<file path="config.mk">
export PLATFORM = sky130hd
export DESIGN_NAME = imem_boot_ctrl
export DESIGN_NICKNAME = d
export VERILOG_FILES = /design/src/rtl/imem_boot_ctrl.sv
export SDC_FILE = /design/constraint.sdc
export NUM_CORES = 1
export LEC_CHECK = 0
export CAP_MARGIN = 30
export CORE_MARGIN = 2
export CORE_UTILIZATION = 26
export DETAILED_ROUTE_END_ITERATION = 8
export PLACE_DENSITY = 0.87
export SETUP_SLACK_MARGIN = 0.15
export SLEW_MARGIN = 20
export SYNTH_ARGS = -nofsm -noshare
export SYNTH_HDL_FRONTEND = slang
export SYNTH_SLANG_ARGS = --single-unit
</file>
<file path="constraint.sdc">
create_clock -name clk -period 1.8 [get_ports clk]
set_clock_uncertainty 0.15 [all_clocks]
set_input_delay 0.36 -clock clk [delete_from_list [all_inputs] [get_ports clk]]
set_output_delay 0.36 -clock clk [all_outputs]
set_load 0.02 [all_outputs]
</file>
<file path="src/rtl/imem_boot_ctrl.sv">
// Instruction-memory boot/fetch controller: streams a loader image into IMEM from word 0, then gates fetch.
// Optional IMEM_FETCH_BOUNDS_EN halts the pipeline on a fetch past the loaded image.
module imem_boot_ctrl #(
  parameter int unsigned DEPTH = 128,
  parameter int unsigned AW    = 7,
  parameter int unsigned DW    = 32
) (
  input  logic          clk,
  input  logic          rst,
  input  logic          ld_start,
  input  logic          ld_valid,
  input  logic [DW-1:0] ld_data,
  input  logic          ld_last,
  output logic          ld_ready,
  output logic          mem_we,
  output logic [AW-1:0] mem_waddr,
  output logic [DW-1:0] mem_wdata,
  input  logic          fetch_req,
  input  logic [31:0]   fetch_pc,
  output logic [AW-1:0] mem_raddr,
  output logic          fetch_stall,
  output logic          fetch_inst_valid,
  output logic [AW:0]   load_count,
  output logic          halt,
  output logic          err
);

  typedef enum logic [1:0] {S_IDLE, S_LOAD, S_RUN, S_HALT} state_e;

  state_e        state_q, state_d;
  logic [AW-1:0] waddr_q, waddr_d;
  logic [AW:0]   count_q, count_d;
  logic          err_q, err_d;
  logic          halt_q, halt_d;

`ifdef IMEM_FETCH_BOUNDS_EN
  logic in_range;
  assign in_range = fetch_pc < 32'(count_q);
`else
  logic unused_pc_hi;
  assign unused_pc_hi = ^fetch_pc[31:AW];
`endif

  always_comb begin
    state_d          = state_q;
    waddr_d          = waddr_q;
    count_d          = count_q;
    err_d            = err_q;
    ld_ready         = 1'b0;
    mem_we           = 1'b0;
    mem_waddr        = '0;
    mem_wdata        = '0;
    fetch_stall      = 1'b1;
    fetch_inst_valid = 1'b0;
    mem_raddr        = '0;

    case (state_q)
      S_LOAD: begin
        ld_ready = 1'b1;
        if (ld_valid) begin
          mem_we    = 1'b1;
          mem_waddr = waddr_q;
          mem_wdata = ld_data;
          count_d   = count_q + 1'b1;
          // The top word is never followed by an increment, so waddr cannot wrap.
          if (ld_last) begin
            state_d = S_RUN;
          end else if (waddr_q == AW'(DEPTH - 1)) begin
            state_d = S_HALT;
            err_d   = 1'b1;
          end else begin
            waddr_d = waddr_q + 1'b1;
          end
        end
      end
      S_RUN: begin
        fetch_stall = 1'b0;
        mem_raddr   = fetch_pc[AW-1:0];
`ifdef IMEM_FETCH_BOUNDS_EN
        fetch_inst_valid = fetch_req && in_range;
        if (!ld_start && fetch_req && !in_range) state_d = S_HALT;
`else
        fetch_inst_valid = fetch_req;
`endif
      end
      default: ;
    endcase

    // Reload wins over any RUN/HALT transition decided above; LOAD ignores it.
    if (ld_start && state_q != S_LOAD) begin
      state_d = S_LOAD;
      waddr_d = '0;
      count_d = '0;
      err_d   = 1'b0;
    end

    halt_d = (state_d == S_HALT);
  end

  always_ff @(posedge clk) begin
    if (rst) begin
      state_q <= S_IDLE;
      waddr_q <= '0;
      count_q <= '0;
      err_q   <= 1'b0;
      halt_q  <= 1'b0;
    end else begin
      state_q <= state_d;
      waddr_q <= waddr_d;
      count_q <= count_d;
      err_q   <= err_d;
      halt_q  <= halt_d;
    end
  end

  assign load_count = count_q;
  assign halt       = halt_q;
  assign err        = err_q;

endmodule

</file>
After elaboration in Yosys (flattened, before gate mapping)
Index checks and enable logic that the tools add are counted.
W data, S select, Z words.
{ "word_totals": {"register_bits": 19, "word_cells": 34} }
{ "op_classes": {"add_sub_neg": 2, "eq_ne": 5, "mux": 15, "n_bitwise": 2, "n_reduce_logical": 5} }
{ "ops": {"columns": ["cell", "count"], "rows": [
  ["$mux W32", 2],
  ["$mux W7", 3],
  ["$mux W2", 5],
  ["$add A8 B1 Y8 const B", 1],
  ["$reduce_and A4 Y1", 2],
  ["$add A7 B1 Y7 const B", 1],
  ["$eq A7 B7 Y1 const B", 1],
  ["$mux W1", 5],
  ["$eq A2 B2 Y1 const B", 2],
  ["$eq A2 B1 Y1 const B", 1],
  ["$ne A2 B1 Y1 const B", 1],
  ["$not A1 Y1", 2],
  ["$reduce_and A2 Y1", 1],
  ["$reduce_or A2 Y1", 1],
  ["$logic_and A1 B1 Y1", 1]
]} }

Depth between registers and ports, before layout
Gate-level depths: netlist of run 1.
{ "logic_depth": {"ltp_word": 7, "mapped_depth": 5, "ltp_nobuf": 5} }

Worst setup path before layout of run 1
OpenSTA, ideal clock, no wires.
{ "synth_timing": {"kind": "register to output", "from": "register state_q[0]", "to": "output mem_waddr[6]", "arrival_time_ns": 1.301, "required_time_ns": 1.290, "slack_ns": -0.011, "stages_incl_launch_ff": 5, "path_buffers": 2, "cell_sequence": "dfxtp_1 -> and3b_1 -> clkbuf_1 -> clkbuf_1 -> and2_1"} }
{ "synth_between": {"elab_chain_len": 2} }
{ "synth_rtl": {"columns": ["element", "line_no", "text"], "rows": [
  ["start: declaration", "30", "state_e state_q, state_d;"],
  ["start signal: assignment", "108", "state_q <= state_d;"],
  ["$eq A2 B1 Y1", "57", "case (state_q)"],
  ["$mux W7", "57", null],
  ["end: declaration", "16", "output logic [AW-1:0] mem_waddr,"]
]} }
No other way between the ends.

Worst setup path in the final report of run 1
{ "layout_timing": {"from": "register state_q[1]", "to": "output mem_wdata[24]"} }
{ "layout_between": {"elab_chain_len": 2} }
{ "layout_rtl": {"columns": ["element", "line_no", "text"], "rows": [
  ["$eq A2 B1 Y1", "57", null],
  ["$mux W32", "57", null],
  ["end: declaration", "17", "output logic [DW-1:0] mem_wdata,"]
]} }
No other way between the ends.

==> metrics.txt, run 1 <==
TritonCTS clock tree done; syn nets 215; internal power 0.831 mW; wire per inst 12.5 µm; full die area around 4900 µm²; Clk pwr share 26.5%; pre-CTS setup slack -721 ps; global-route wire length before repair 6.37 mm; Die Ht ~70 µm; CTS max path bufs 2; Max VDD drop 261 µV; area leader, netlist dfxtp_1; gr busiest metal met2; Core Area around 4300 µm²; critical path type register to output port; area delta synth->final 149%; Mapped Cells 143; final worst setup slack -129 ps; fin cells ~320; gr ovfl total 0; number of global-route vias before repair 1432; Worst Hold Depth 2; initial antenna violation count 0; Synth Area in Adders roughly 2.2%; Comb pwr share between 30% and 40%; Sw Share around a quarter; Fin Setup TNS -3730 ps; I/O Pins 130; FILL cells 331; FF-to-FF Start state_q[0]; Post-Synth Simple-Gate Area 43.3%; fin. max-slew vios 0; via count ~1500; layout cells sized above 1 56.3%; RSZ-0062 raised after global routing yes; Yosys reg bits 19; Net Sw Power 0.287 mW; Inst Count DP 308; most common cell after layout, fill and taps aside buf_6; Sink Count 19; HPWL Detailed 2.86 mm; failing checks negative setup slack; Synth top area share around a third; root buffer cell clkbuf_8; Avg Inst Size Synth 7.98 µm²; Largest delay share family, worst path simple AND/OR/NAND/NOR gates; count of different cell masters after synthesis 31; Most common cell on crit path buf_6; final core utilization around two thirds; R2R cell count 6; PwrDens 393 nW/µm²; Die W approximately 70 µm; Setup Viol. Count Final 44; post-route antenna net violation count 0; Hold Path End err; relative slew slack 82.7%; Hold WS 340 ps; Hold Buf Count CTS 0; Ys Warns 0; Overall Power around 1.1 mW; Final Instance Area roughly 2800 µm²; Post-route DRC 0; Reg power frac 38.3%; Final Hold Viols 0; Buffers on Ports 104; actual slew at the worst max-slew pin ~260 ps; Final Net Count 343; worst path required time 1290 ps; Critical-path top delay cell dfxtp_2; Leak 1.27 nW; Max-Cap Viols 0; Worst EP arrival ~1400 ps; GRT Overall Usage approximately 16%; H-tree Lvls 1; final wirelength between 4 and 5 mm; placer congestion estimate roughly 0.81; Synth Area in Compound Gates 8.22%; Clk Latency, worst-skew pair 250 ps; Placed Area roughly 2400 µm²; Peak Freq 519 MHz; clk slew on worst S/H paths 70 ps; status complete, but fails checks; fin crit period 1930 ps; mux share of post-synthesis cell area 1.75%; CP Cell Sequence and3b_2 > buf_12 > buf_6 > and2_2 > buf_6; Hold WC Path Type register to register; Largest stage delay, worst path 320 ps; most frequent cells in the layout buf_6, clkdlybuf4s50_1, and2_4, and2_2, dfxtp_1; TritonCTS Buffers 3; met1 Use GR 16.7%; Pre-Repair DR Iteration Count 3; min-delay src err; Via density 4.54; Critical Path Start Type register; Starting Density around a quarter; critical-path maximum fanout 10; sequential cell area fraction in the yosys report 33.3%; R2R Path End waddr_q[5]; Initial DRC Count 27; largest cells by area after synthesis dfxtp_1, and2_1, nor2_1; R2R Setup Slk 60 ps; diodes inserted 0; Buf/Inv on CP 3; grt met3 use 6.20%; period utilisation layout 107%; Synth Area in XOR/XNOR 6.91%; largest net degree at the start of global routing 12; synthesized area 1140 µm²; Core Rows 24; grt met2 use 28.8%; CP endpoint kind output port; largest family of logic cells by synthesized area simple AND/OR/NAND/NOR gates
## cells in the mapped netlist
cell,number
nor3b_1,1
buf_6,1
clkbuf_1,6
nor2_1,16
inv_1,4
mux2i_1,2
o31ai_1,1
dfxtp_1,19
and4bb_4,1
a21oi_1,5
xnor2_1,3
nand4_1,4
a31oi_1,1
nor3_1,2
or3_1,1
or3_2,1
nand3_1,4
o21ai_2,1
and3_1,2
a21o_1,1
ha_1,2
and3b_1,1
o21ai_0,3
or2b_1,1
xor2_1,6
nand2_1,3
o211ai_1,1
a211oi_1,1
or4_1,1
a41oi_1,1
and2_1,47
## what timing repair did
item | in CTS | in global routing
setup buffers | 4 | 2
pin swaps | 16 | 8
gates cloned | 4 | 0
setup endpoints to repair | 66 | 60
resized for setup | 356 | 36
## registers in the layout, indices dropped and copies added (netlist names)
signal and cells:
err 1, halt 1, load_count 8, state_q 2
waddr_q 7
## worst max-delay path by stage
stage                     from       endpoint  cells after the start
floorplan           state_q[0]   mem_waddr[6]                      4
global placement      ld_valid  mem_wdata[21]                      5
detailed placement    ld_valid   mem_waddr[6]                      5
CTS                 state_q[0]  mem_wdata[19]                      5
global route        state_q[0]  mem_wdata[24]                      5
finish              state_q[1]  mem_wdata[24]                      5
## cells by family after synthesis
logic type               Yosys count
AND/OR/NAND/NOR                   85
AO/OA/AOI/OAI                     15
multiplexers                       2
adder cells (fa/ha/maj)            2
flip-flops                        19
XOR/XNOR                           9
buffers and inverters             11
## power by group through the flow
stage / Clock (mW) / Sequential (mW) / Combinational (mW)
2_1_floorplan: 0 / 0.440 / 0.110
3_3_place_gp: 0 / 0.438 / 0.295
3_5_place_dp: 0 / 0.438 / 0.299
4_1_cts: 0.301 / 0.428 / 0.372
5_1_grt: 0.316 / 0.429 / 0.416
6_report: 0.296 / 0.428 / 0.393
## metal layers
| layer | part of all wire, % | vias up |
|---|---|---|
| met2 | 50 | 88 |
| met1 | 38 | 647 |
| met5 | 0 | - |
| li1 | - | 726 |
| met4 | 0.40 | 0 |
| met3 | 12 | 2 |
## worst reg2reg max path, delay by kind of cell (launching register included)
| family | cells | cell delay [ps] |
|---|---|---|
| and+or+nand+nor | 2 | 790 |
| buffers and inverters | 2 | 210 |
| AOI/OAI and AO/OA | 2 | 210 |
| DFF | 1 | 330 |
## final cells by class
type                            instances  area, µm²  share of cell area (%)
Timing Repair Buffer                  130       1420                    50.0
Multi-Input combinational cell        113        910                    32.0
Sequential cell                        19        385                    13.5
Tap cell                               52       65.1                    2.29
Clock buffer                            4       45.0                    1.58
Inverter                                4       17.5                   0.616
Note: power is estimated with default switching activity, not from simulation.
==> inputs of run 2 (changes only) <==
--- a/config.mk
+++ b/config.mk
@@ -7,9 +7,9 @@
 export LEC_CHECK = 0
 export CAP_MARGIN = 30
 export CORE_MARGIN = 2
-export CORE_UTILIZATION = 26
+export CORE_UTILIZATION = 25
 export DETAILED_ROUTE_END_ITERATION = 8
-export PLACE_DENSITY = 0.87
+export PLACE_DENSITY = 0.88
 export SETUP_SLACK_MARGIN = 0.15
 export SLEW_MARGIN = 20
 export SYNTH_ARGS = -nofsm -noshare
==> constraint.sdc (replaced) <==
create_clock -name clk -period 1.7 [get_ports clk]
set_clock_uncertainty 0.15 [all_clocks]
set_input_delay 0.34 -clock clk [delete_from_list [all_inputs] [get_ports clk]]
set_output_delay 0.34 -clock clk [all_outputs]
set_load 0.02 [all_outputs]
==> run 2 against run 1 <==
Net effect: the flow still finishes with violations (negative setup slack); global-route usage is 2.2 points higher; first-iteration DRC count down 11%; via count increased by 6.1%.
==> metrics.txt, run 2 (synthesis results as in run 1) <==
most common cell after layout, fill and taps aside buf_6; max reg flops 8; multi-input logic area 1070 µm²; Worst EP arrival between 1000 and 1500 ps; CP Cell Sequence and3b_2 > buf_12 > clkbuf_16 > and2_4 > buf_6; Overall Power 1.26 mW; critical-path maximum fanout 5; I/O Pins between 100 and 150; RSZ-0062 raised after global routing yes; TritonCTS Buffers 3; final wirelength between 4 and 5 mm; Via density 4.67; Setup Viol. Count Final between 50 and 60; largest net degree at the start of global routing 12; Starting Density 26.0%; failing checks negative setup slack; PwrDens around 400 nW/µm²; pre-CTS setup slack -791 ps; met1 Use GR 21.1%; gr busiest metal met2; Leak 1.36 nW; final worst setup slack -189 ps; CP endpoint kind output port; fin cells 332; most frequent cells in the layout buf_6, and2_4, clkdlybuf4s50_1, dfxtp_1, buf_4; TritonCTS clock tree done; clk slew on worst S/H paths 80 ps; gr ovfl total 0; relative slew slack 78.3%; Final Instance Area 3150 µm²; Core Rows 24; period utilisation layout 111%; Hold WS 393 ps; layout cells sized above 1 between 60% and 70%; Critical-path top delay cell dfxtp_2; area delta synth->final 176%; FILL cells ~320; diodes inserted 0; GRT Overall Usage 17.9%; Max-Cap Viols 0; root buffer cell clkbuf_8; Pre-Repair DR Iteration Count 4; worst path required time 1210 ps; Peak Freq between 500 and 600 MHz; Final Net Count 353; CTS max path bufs 2; Clk Latency, worst-skew pair approximately 250 ps; Die W ~72 µm; wire per inst ~14 µm; number of global-route vias before repair 1571; Reg area 384 µm²; Inst Count DP 310; Placed Area 2420 µm²; Core Area 4380 µm²; Sink Count 19; Buffers on Ports 104; placer congestion estimate 0.746; full die area between 5000 and 6000 µm²; R2R cell count 7; fin crit period around 1900 ps; Initial DRC Count 24; fin. max-slew vios 0; Largest stage delay, worst path 330 ps; Post-route DRC 0; Worst Hold Depth 2; Critical Path Start Type register; global-route wire length before repair 7.27 mm; actual slew at the worst max-slew pin 325 ps; grt met3 use under 10%; Max VDD drop 222 µV; HPWL Detailed 2.76 mm; H-tree Lvls 1; post-route antenna net violation count 0; Final Hold Viols 0; grt met2 use 31.1%; initial antenna violation count 0; via count 1552; Hold WC Path Type register to register; Die Ht 71.6 µm; status complete, but fails checks; critical path type register to output port
-- run 2: report_power, final --
group / internal, mW / switching, mW / leakage, nW
sequential: 0.450 / 0.00471 / 0.155
clock: 0.163 / 0.157 / 0.0255
combinational: 0.306 / 0.181 / 1.18
-- run 2: path summary, 6_finish.rpt --
| path | from | end | slack (ps) |
|---|---|---|---|
| max | state_q[1] | mem_wdata[18] | -190 |
| max reg2reg | state_q[1] | waddr_q[3] | -100 |
| min reg2reg | waddr_q[0] | waddr_q[0] | 390 |
| min | waddr_q[0] | waddr_q[0] | 390 |
-- run 2: routing by layer --
metal,part of all wire [%],up-vias
met4,0.55,0
met5,0,-
met1,39,706
met2,48,98
li1,-,746
met3,12,2
-- run 2: area by class of cell --
type,count,share of cell area (%)
flip-flops and latches,19,12.2
clock inverters,1,0.159
multi-input cells,113,34.0
inverters,4,0.556
clock buffers,3,1.31
well taps,52,2.07
repair buffers,140,49.7
-- run 2: metrics by stage --
| stage | setup TNS (ps) | utilization, % |
|---|---|---|
| 2_1_floorplan | 0 | - |
| 4_1_cts | -7250 | 67.1 |
| 6_report | -7590 | 71.8 |
| 3_3_place_gp | -34830 | 55.3 |
| 5_1_grt | -10070 | 71.8 |
| 3_5_place_dp | -36580 | 55.3 |
-- run 2: repair_timing --
item | CTS | global route
buffers inserted | 7 | 4
cloned | 6 | 1
pin swaps | 34 | 31
setup endpoints to repair | 73 | 72
hold buffers | 0 | 0
resized for setup | 389 | 50
-- run 2: critical path, delay by kind of cell, from the launching register on --
kind | cells | cell delay (ps)
flip-flops | 1 | 330
AND/OR/NAND/NOR | 2 | 390
buffers and inverters | 3 | 420
